--- config.mk ---
export PLATFORM = sky130hd
export DESIGN_NAME = ai_collide_sensor
export DESIGN_NICKNAME = d
export VERILOG_FILES = /design/src/rtl/ai_collide_sensor.sv
export SDC_FILE = /design/constraint.sdc
export NUM_CORES = 1
export LEC_CHECK = 0
export ABC_CLOCK_PERIOD_IN_PS = 1900
export BUFFER_PORTS_ARGS = -buffer_cell sky130_fd_sc_hd__buf_2
export CORE_UTILIZATION = 50
export CTS_CLUSTER_SIZE = 30
export DETAILED_ROUTE_END_ITERATION = 6
export GPL_TIMING_DRIVEN = 0
export PLACE_DENSITY_LB_ADDON = 0.2
export SLEW_MARGIN = 20
export SYNTH_ARGS = -nofsm -noshare
export SYNTH_HDL_FRONTEND = slang
export SYNTH_SLANG_ARGS = --single-unit
--- constraint.sdc ---
create_clock -name frame_clk -period 1.9 [get_ports frame_clk]
set_input_delay 0.095 -clock frame_clk [delete_from_list [all_inputs] [get_ports frame_clk]]
set_output_delay 0.095 -clock frame_clk [all_outputs]
set_load 0.01 [all_outputs]
--- src/rtl/ai_collide_sensor.sv ---
// ---------------------------------------------------------------------------
// ai_collide_sensor
//
// Per-frame collision sensor for the AI opponent car. Produces the 4-bit
// AICollide vector consumed by the AI driving logic, a one-frame Contact
// pulse on each new player/AI overlap, and a saturating CrashCount.
//
// Build option:
//   COLLIDE_HOLD_EN  defined   -> each flag is stretched HOLD_FRAMES frames
//                                 after its raw condition clears.
//                    undefined -> flags are the raw conditions, delayed by
//                                 the same two-stage latency; no counters.
//
// Ports:
//   frame_clk   in   1   frame clock, all state updates on rising edge
//   Reset_n     in   1   asynchronous active-low reset
//   GameStart   in   1   level, high while a race is running
//   inFrame     in   1   AI car visible on screen
//   PlayerX/Y   in  10   player car top-left (screen pixels, unsigned)
//   AIX/AIY     in  10   AI car top-left (screen pixels, unsigned)
//   AICollide   out  4   [0] ahead, [1] behind, [2] left blocked, [3] right
//   Contact     out  1   one-frame pulse on each new player/AI overlap
//   CrashCount  out  8   saturating count of Contact pulses
//
// Pipeline: raw conditions are registered on edge N from the inputs sampled
// at edge N; AICollide/Contact/CrashCount update on edge N+1.
// ---------------------------------------------------------------------------

`ifdef COLLIDE_HOLD_EN
// One flag's hold stretcher: a raw hit reloads the counter, the flag stays
// high until the counter has run down to zero.
module ai_collide_hold #(
   parameter int HOLD_FRAMES = 8
) (
   input  logic frame_clk,
   input  logic Reset_n,
   input  logic i_clr,
   input  logic i_raw,
   output logic o_flag
);
   localparam int CW = $clog2(HOLD_FRAMES + 1);

   logic [CW-1:0] r_cnt;
   logic          r_flag;

   always_ff @(posedge frame_clk or negedge Reset_n) begin
      if (!Reset_n) begin
         r_cnt  <= '0;
         r_flag <= 1'b0;
      end else if (i_clr) begin
         // leaving the race abandons any hold in progress
         r_cnt  <= '0;
         r_flag <= 1'b0;
      end else if (i_raw) begin
         r_cnt  <= CW'(HOLD_FRAMES);
         r_flag <= 1'b1;
      end else if (r_cnt != '0) begin
         r_cnt  <= r_cnt - CW'(1);
         r_flag <= 1'b1;
      end else begin
         r_flag <= 1'b0;
      end
   end

   assign o_flag = r_flag;
endmodule
`endif

module ai_collide_sensor #(
   parameter int CAR_W       = 47,
   parameter int CAR_H       = 67,
   parameter int ROAD_X_MIN  = 325,
   parameter int ROAD_X_MAX  = 495,
   parameter int LOOKAHEAD   = 40,
   parameter int SIDE_MARGIN = 4,
   parameter int HOLD_FRAMES = 8
) (
   input  logic       frame_clk,
   input  logic       Reset_n,
   input  logic       GameStart,
   input  logic       inFrame,
   input  logic [9:0] PlayerX,
   input  logic [9:0] PlayerY,
   input  logic [9:0] AIX,
   input  logic [9:0] AIY,
   output logic [3:0] AICollide,
   output logic       Contact,
   output logic [7:0] CrashCount
);
   localparam int NUM_FLAGS = 4;

   // 11-bit constants so every compare sees the full unwrapped range
   localparam logic [10:0] L_CW     = 11'(CAR_W);
   localparam logic [10:0] L_CH     = 11'(CAR_H);
   localparam logic [10:0] L_AHEAD  = 11'(CAR_H + LOOKAHEAD);
   localparam logic [10:0] L_SIDE   = 11'(CAR_W + SIDE_MARGIN);
   localparam logic [10:0] L_WALL_L = 11'(ROAD_X_MIN + SIDE_MARGIN);
   localparam logic [10:0] L_WALL_R = 11'(ROAD_X_MAX - SIDE_MARGIN);

   typedef enum logic {IDLE, ACTIVE} state_t;

   state_t r_state, w_state_nxt;
   logic   w_run;

   // ---------------- geometry ----------------
   logic signed [10:0] w_dx, w_dy;
   logic        [10:0] w_adx, w_ady;
   logic        [10:0] w_ai_right;
   logic               w_xov, w_yov;
   logic               w_ahead, w_behind, w_left, w_right, w_contact;
   logic [NUM_FLAGS-1:0] w_raw;

   assign w_dx  = $signed({1'b0, PlayerX}) - $signed({1'b0, AIX});
   assign w_dy  = $signed({1'b0, PlayerY}) - $signed({1'b0, AIY});
   assign w_adx = w_dx[10] ? $unsigned(-w_dx) : $unsigned(w_dx);
   assign w_ady = w_dy[10] ? $unsigned(-w_dy) : $unsigned(w_dy);

   assign w_xov = (w_adx < L_CW);
   assign w_yov = (w_ady < L_CH);

   assign w_ai_right = {1'b0, AIX} + L_CW;

   // player terms need the AI car on screen; wall terms do not
   assign w_ahead   = inFrame & w_xov &  w_dy[10] & (w_ady < L_AHEAD);
   assign w_behind  = inFrame & w_xov & ~w_dy[10] & (w_ady < L_CH);
   assign w_left    = ({1'b0, AIX} <= L_WALL_L)
                    | (inFrame & w_yov & w_dx[10] & (w_adx < L_SIDE));
   assign w_right   = (w_ai_right >= L_WALL_R)
                    | (inFrame & w_yov & ~w_dx[10] & (w_adx != 11'd0)
                       & (w_adx < L_SIDE));
   assign w_contact = inFrame & w_xov & w_yov;

   assign w_raw = {w_right, w_left, w_behind, w_ahead};

   // ---------------- race state ----------------
   always_ff @(posedge frame_clk or negedge Reset_n) begin
      if (!Reset_n) r_state <= IDLE;
      else          r_state <= w_state_nxt;
   end

   always_comb begin
      w_state_nxt = r_state;
      case (r_state)
         IDLE:    if (GameStart)  w_state_nxt = ACTIVE;
         ACTIVE:  if (!GameStart) w_state_nxt = IDLE;
         default: w_state_nxt = IDLE;
      endcase
   end

   // The edge that enters ACTIVE already samples the geometry, and the edge
   // that leaves it clears everything, so gate on the state being entered.
   assign w_run = (w_state_nxt == ACTIVE);

   // ---------------- stage 1: registered raw conditions ----------------
   logic [NUM_FLAGS-1:0] r_raw;
   logic                 r_raw_ct;

   always_ff @(posedge frame_clk or negedge Reset_n) begin
      if (!Reset_n) begin
         r_raw    <= '0;
         r_raw_ct <= 1'b0;
      end else if (!w_run) begin
         r_raw    <= '0;
         r_raw_ct <= 1'b0;
      end else begin
         r_raw    <= w_raw;
         r_raw_ct <= w_contact;
      end
   end

   // ---------------- stage 2: flags ----------------
`ifdef COLLIDE_HOLD_EN
   logic [NUM_FLAGS-1:0] w_flags;

   for (genvar g = 0; g < NUM_FLAGS; g++) begin : g_hold
      ai_collide_hold #(.HOLD_FRAMES(HOLD_FRAMES)) u_hold (
         .frame_clk (frame_clk),
         .Reset_n   (Reset_n),
         .i_clr     (~w_run),
         .i_raw     (r_raw[g]),
         .o_flag    (w_flags[g])
      );
   end

   assign AICollide = w_flags;
`else
   logic [NUM_FLAGS-1:0] r_flags;

   always_ff @(posedge frame_clk or negedge Reset_n) begin
      if (!Reset_n)    r_flags <= '0;
      else if (!w_run) r_flags <= '0;
      else             r_flags <= r_raw;
   end

   assign AICollide = r_flags;
`endif

   // ---------------- stage 2: contact edge and crash counter ----------------
   logic       r_ct_prev;
   logic       r_contact;
   logic [7:0] r_crash;
   logic       w_pulse;

   // rising edge of registered contact; prev is cleared in IDLE so a race
   // that starts in contact still scores once
   assign w_pulse = w_run & r_raw_ct & ~r_ct_prev;

   always_ff @(posedge frame_clk or negedge Reset_n) begin
      if (!Reset_n) begin
         r_ct_prev <= 1'b0;
         r_contact <= 1'b0;
         r_crash   <= 8'd0;
      end else begin
         r_ct_prev <= w_run & r_raw_ct;
         r_contact <= w_pulse;
         // count survives IDLE; only reset clears it
         if (w_pulse && (r_crash != 8'hFF)) r_crash <= r_crash + 8'd1;
      end
   end

   assign Contact    = r_contact;
   assign CrashCount = r_crash;

endmodule

==> run summary <==
Run status - complete, but fails checks
Failing checks - negative setup slack
Register Area - 475.5 µm²
CTS root buf - clkbuf_8
Worst setup SP type - input pin
Final Critical Period - 2.501 ns
Vias per inst - 5.754
Die Area - 5443 µm²
Routed via count - 2641
Ys Warns - 0
Placed cells - 442
Max VDD drop - 303.7 µV
Reg-to-reg endpoint - CrashCount[7]$_DFFE_PN0P_
Yosys reg bits - 19
Sequential area share after synthesis - 0.1846
R2R setup slack - 0.08 ns
Row cnt - 25
Final slew viol count - 0
Hold Path Class - input pin to flip-flop
Share of layout cells above drive strength 1 - 0.3495
Post-Syn Area per Cell - 8.076 µm²
Ys async rst share - 1.000
Chip width - 73.78 µm
Worst-Skew Late Latency - 0.24 ns
Most frequent cells in the layout - buf_2 (54), inv_1 (26), ha_1 (22)
Area of the multi-input gates - 2252 µm²
Maxcap violations - 0
Largest net degree at the start of global routing - 20
GPL Wtd Cong - 0.8217
Post-synth design cell area - 2576 µm²
Dpl ws - -1.031 ns
Slowest stage cell, crit path - or4b_1
Clock sink count - 19
Drt pass-1 iters - 4
Fillers - 367
RSZ-0062 raised after global routing - true
CTS buffer count - 3
Syn_nets - 391
Die Ht - 73.78 µm
Port Buffers - 56
Mapped Cells - 319
Initial Util - 0.5314
Final worst-path cycle share - 1.316
Final Worst Setup Slack - -0.6013 ns
Worst Path Arrival - 2.65 ns
Post-synth EDFFs - 0
Total GRT Usage - 0.2278
Core Region - 4848 µm²
DRC Markers - 0
Total gr overflow - 0
HPWL after DPL - 4.573 mm
Worst EP required - 2.05 ns
Final Cell Area - 3470 µm²
R2R Path Start - CrashCount[2]$_DFFE_PN0P_
Placed Instance Area - 3072 µm²
Hold slack final - 0.1780 ns
H-tree Lvls - 1
Worst Max-Slew Pin Slew - 0.6485 ns
Worst relative slew slack - 0.5645
Final net count - 465
WL/cell - 13.86 µm
Worst hold stages - 2
Hold Path Sink - AICollide[2]$_DFF_PN0_
Worst Hold Launch - GameStart
Lkg Pwr - 1.595 nW
Crit path kind - input pin to flip-flop
Post-route insts no fill - 459
Final hold vios - 0
Max incr delay on CP - 0.55 ns
Vias in the first global route - 2288
Worst Setup End Kind - flip-flop
First-pass GRT wire length - 10.07 mm
Cells on worst reg2reg path - 6
Clock transition at path regs - 0.07 ns
Setup violators final - 5
Routed WL - 6.362 mm
Synth Flop Type - dfrtp_1
P&R area growth vs syn - 34.68%
Final Skew - 0.001425 ns
Top Ports - 57
Commonest non-fill, non-tap cell in the layout - buf_2
Initial antenna violation count - 0
Netlist cell types - 70
CTS Buffer Depth - 2
DR iter-0 viols - 153
CTS tree - yes
Pwr dens - 538.9 nW/µm²
Post-DRT Antenna Nets - 0
N_diodes - 0
Crit Path Max Fanout - 5
Pwr Total - 0.001870 W
Critical-path cell list - buf_6 -> inv_4 -> ha_4 -> inv_2 -> fa_2 -> a211oi_4 -> o21ai_4 -> nand2_2 -> xor2_2 -> or4b_1 -> o2111ai_2 -> o211ai_4 -> o31ai_1
Max Freq - 0.3998 GHz
[worst max-delay path by stage]
stage	start	to	slack, ns	depth (start not counted)
2_1_floorplan	PlayerX[0]	r_raw[3]$_DFF_PN0_	-0.56	13
3_3_place_gp	PlayerX[0]	r_raw[3]$_DFF_PN0_	-1.02	14
3_5_place_dp	PlayerX[0]	r_raw[3]$_DFF_PN0_	-1.03	14
4_1_cts	PlayerX[0]	r_raw[3]$_DFF_PN0_	-0.57	15
5_1_grt	PlayerY[0]	r_raw[0]$_DFF_PN0_	-0.74	13
6_report	PlayerY[0]	r_raw[2]$_DFF_PN0_	-0.60	13
[flip-flops by register name, indices dropped and copies added (netlist names)]
signal / cells
r_ct_prev: 1
r_raw: 4
AICollide: 4
r_raw_ct: 1
CrashCount: 8
Contact: 1
[report_power, final]
part | total (W) | internal [W] | leakage (nW) | switching [W]
combinational | 0.00118 | 0.000514 | 1.31 | 0.000669
clock | 0.000265 | 0.000145 | 0.0255 | 0.000120
sequential | 0.000421 | 0.000415 | 0.262 | 0.00000669
total | 0.00187 | 0.00107 | 1.59 | 0.000796
[cell families after synthesis]
group | count (synthesis) | share of synthesized area
buffers and inverters | 39 | 0.06411
AND/OR/NAND/NOR | 97 | 0.2025
AO/OA/AOI/OAI | 108 | 0.3099
flip-flops | 19 | 0.1846
multiplexers | 3 | 0.01214
XOR/XNOR | 25 | 0.08499
adder cells (fa/ha/maj) | 28 | 0.1418
[cell usage after synthesis, types with 6 or more instances]
master | instances | area share
inv_1 | 31 | 0.045
nand2_1 | 21 | 0.031
a31oi_1 | 6 | 0.015
o31ai_1 | 6 | 0.017
ha_1 | 26 | 0.13
nor2_1 | 17 | 0.025
dfrtp_1 | 19 | 0.18
nor4_1 | 7 | 0.017
xor2_1 | 11 | 0.037
xnor2_1 | 14 | 0.048
or3_1 | 7 | 0.017
a21oi_1 | 18 | 0.035
a21o_1 | 6 | 0.017
o21ai_0 | 22 | 0.043
[layout make-up]
type	count	share of cell area
inverter	31	0.03787
clock inverter	1	0.001442
timing repair buffer	70	0.1212
clock buffer	3	0.01190
sequential	19	0.1370
tap	67	0.02416
buffer	7	0.01731
multi-input combinational	261	0.6491
[critical path: cells and delay by family]
kind                     cells  cell delay (ns)
AO/OA/AOI/OAI                5             1.10
AND/OR/NAND/NOR              2             0.66
adder cells (fa/ha/maj)      2             0.54
buffers and inverters        3             0.19
XOR/XNOR                     1             0.08
[what timing repair did]
action / in CTS / in global routing
hold endpoints to repair: 19 / 0
resized for setup: 32 / 16
buffers inserted: 7 / 5
hold buffers: 1 / 0
pin swaps: 31 / 16
endpoints found under the setup margin: 8 / 8
cloned: 1 / 0
[metal layers]
metal	wire length, µm	track usage
met2	3120	0.3884
met5	0	0
met4	57	0.04487
met1	2979	0.3144
met3	205	0.01783
[metrics by stage]
step                utilization  TNS, ns
floorplan                     -   -2.450
global placement         0.6335   -4.607
detailed placement       0.6335   -4.572
CTS                      0.6914   -2.361
global route             0.7156   -3.512
finish                   0.7156   -2.822
(Power assumes the default switching activity.)
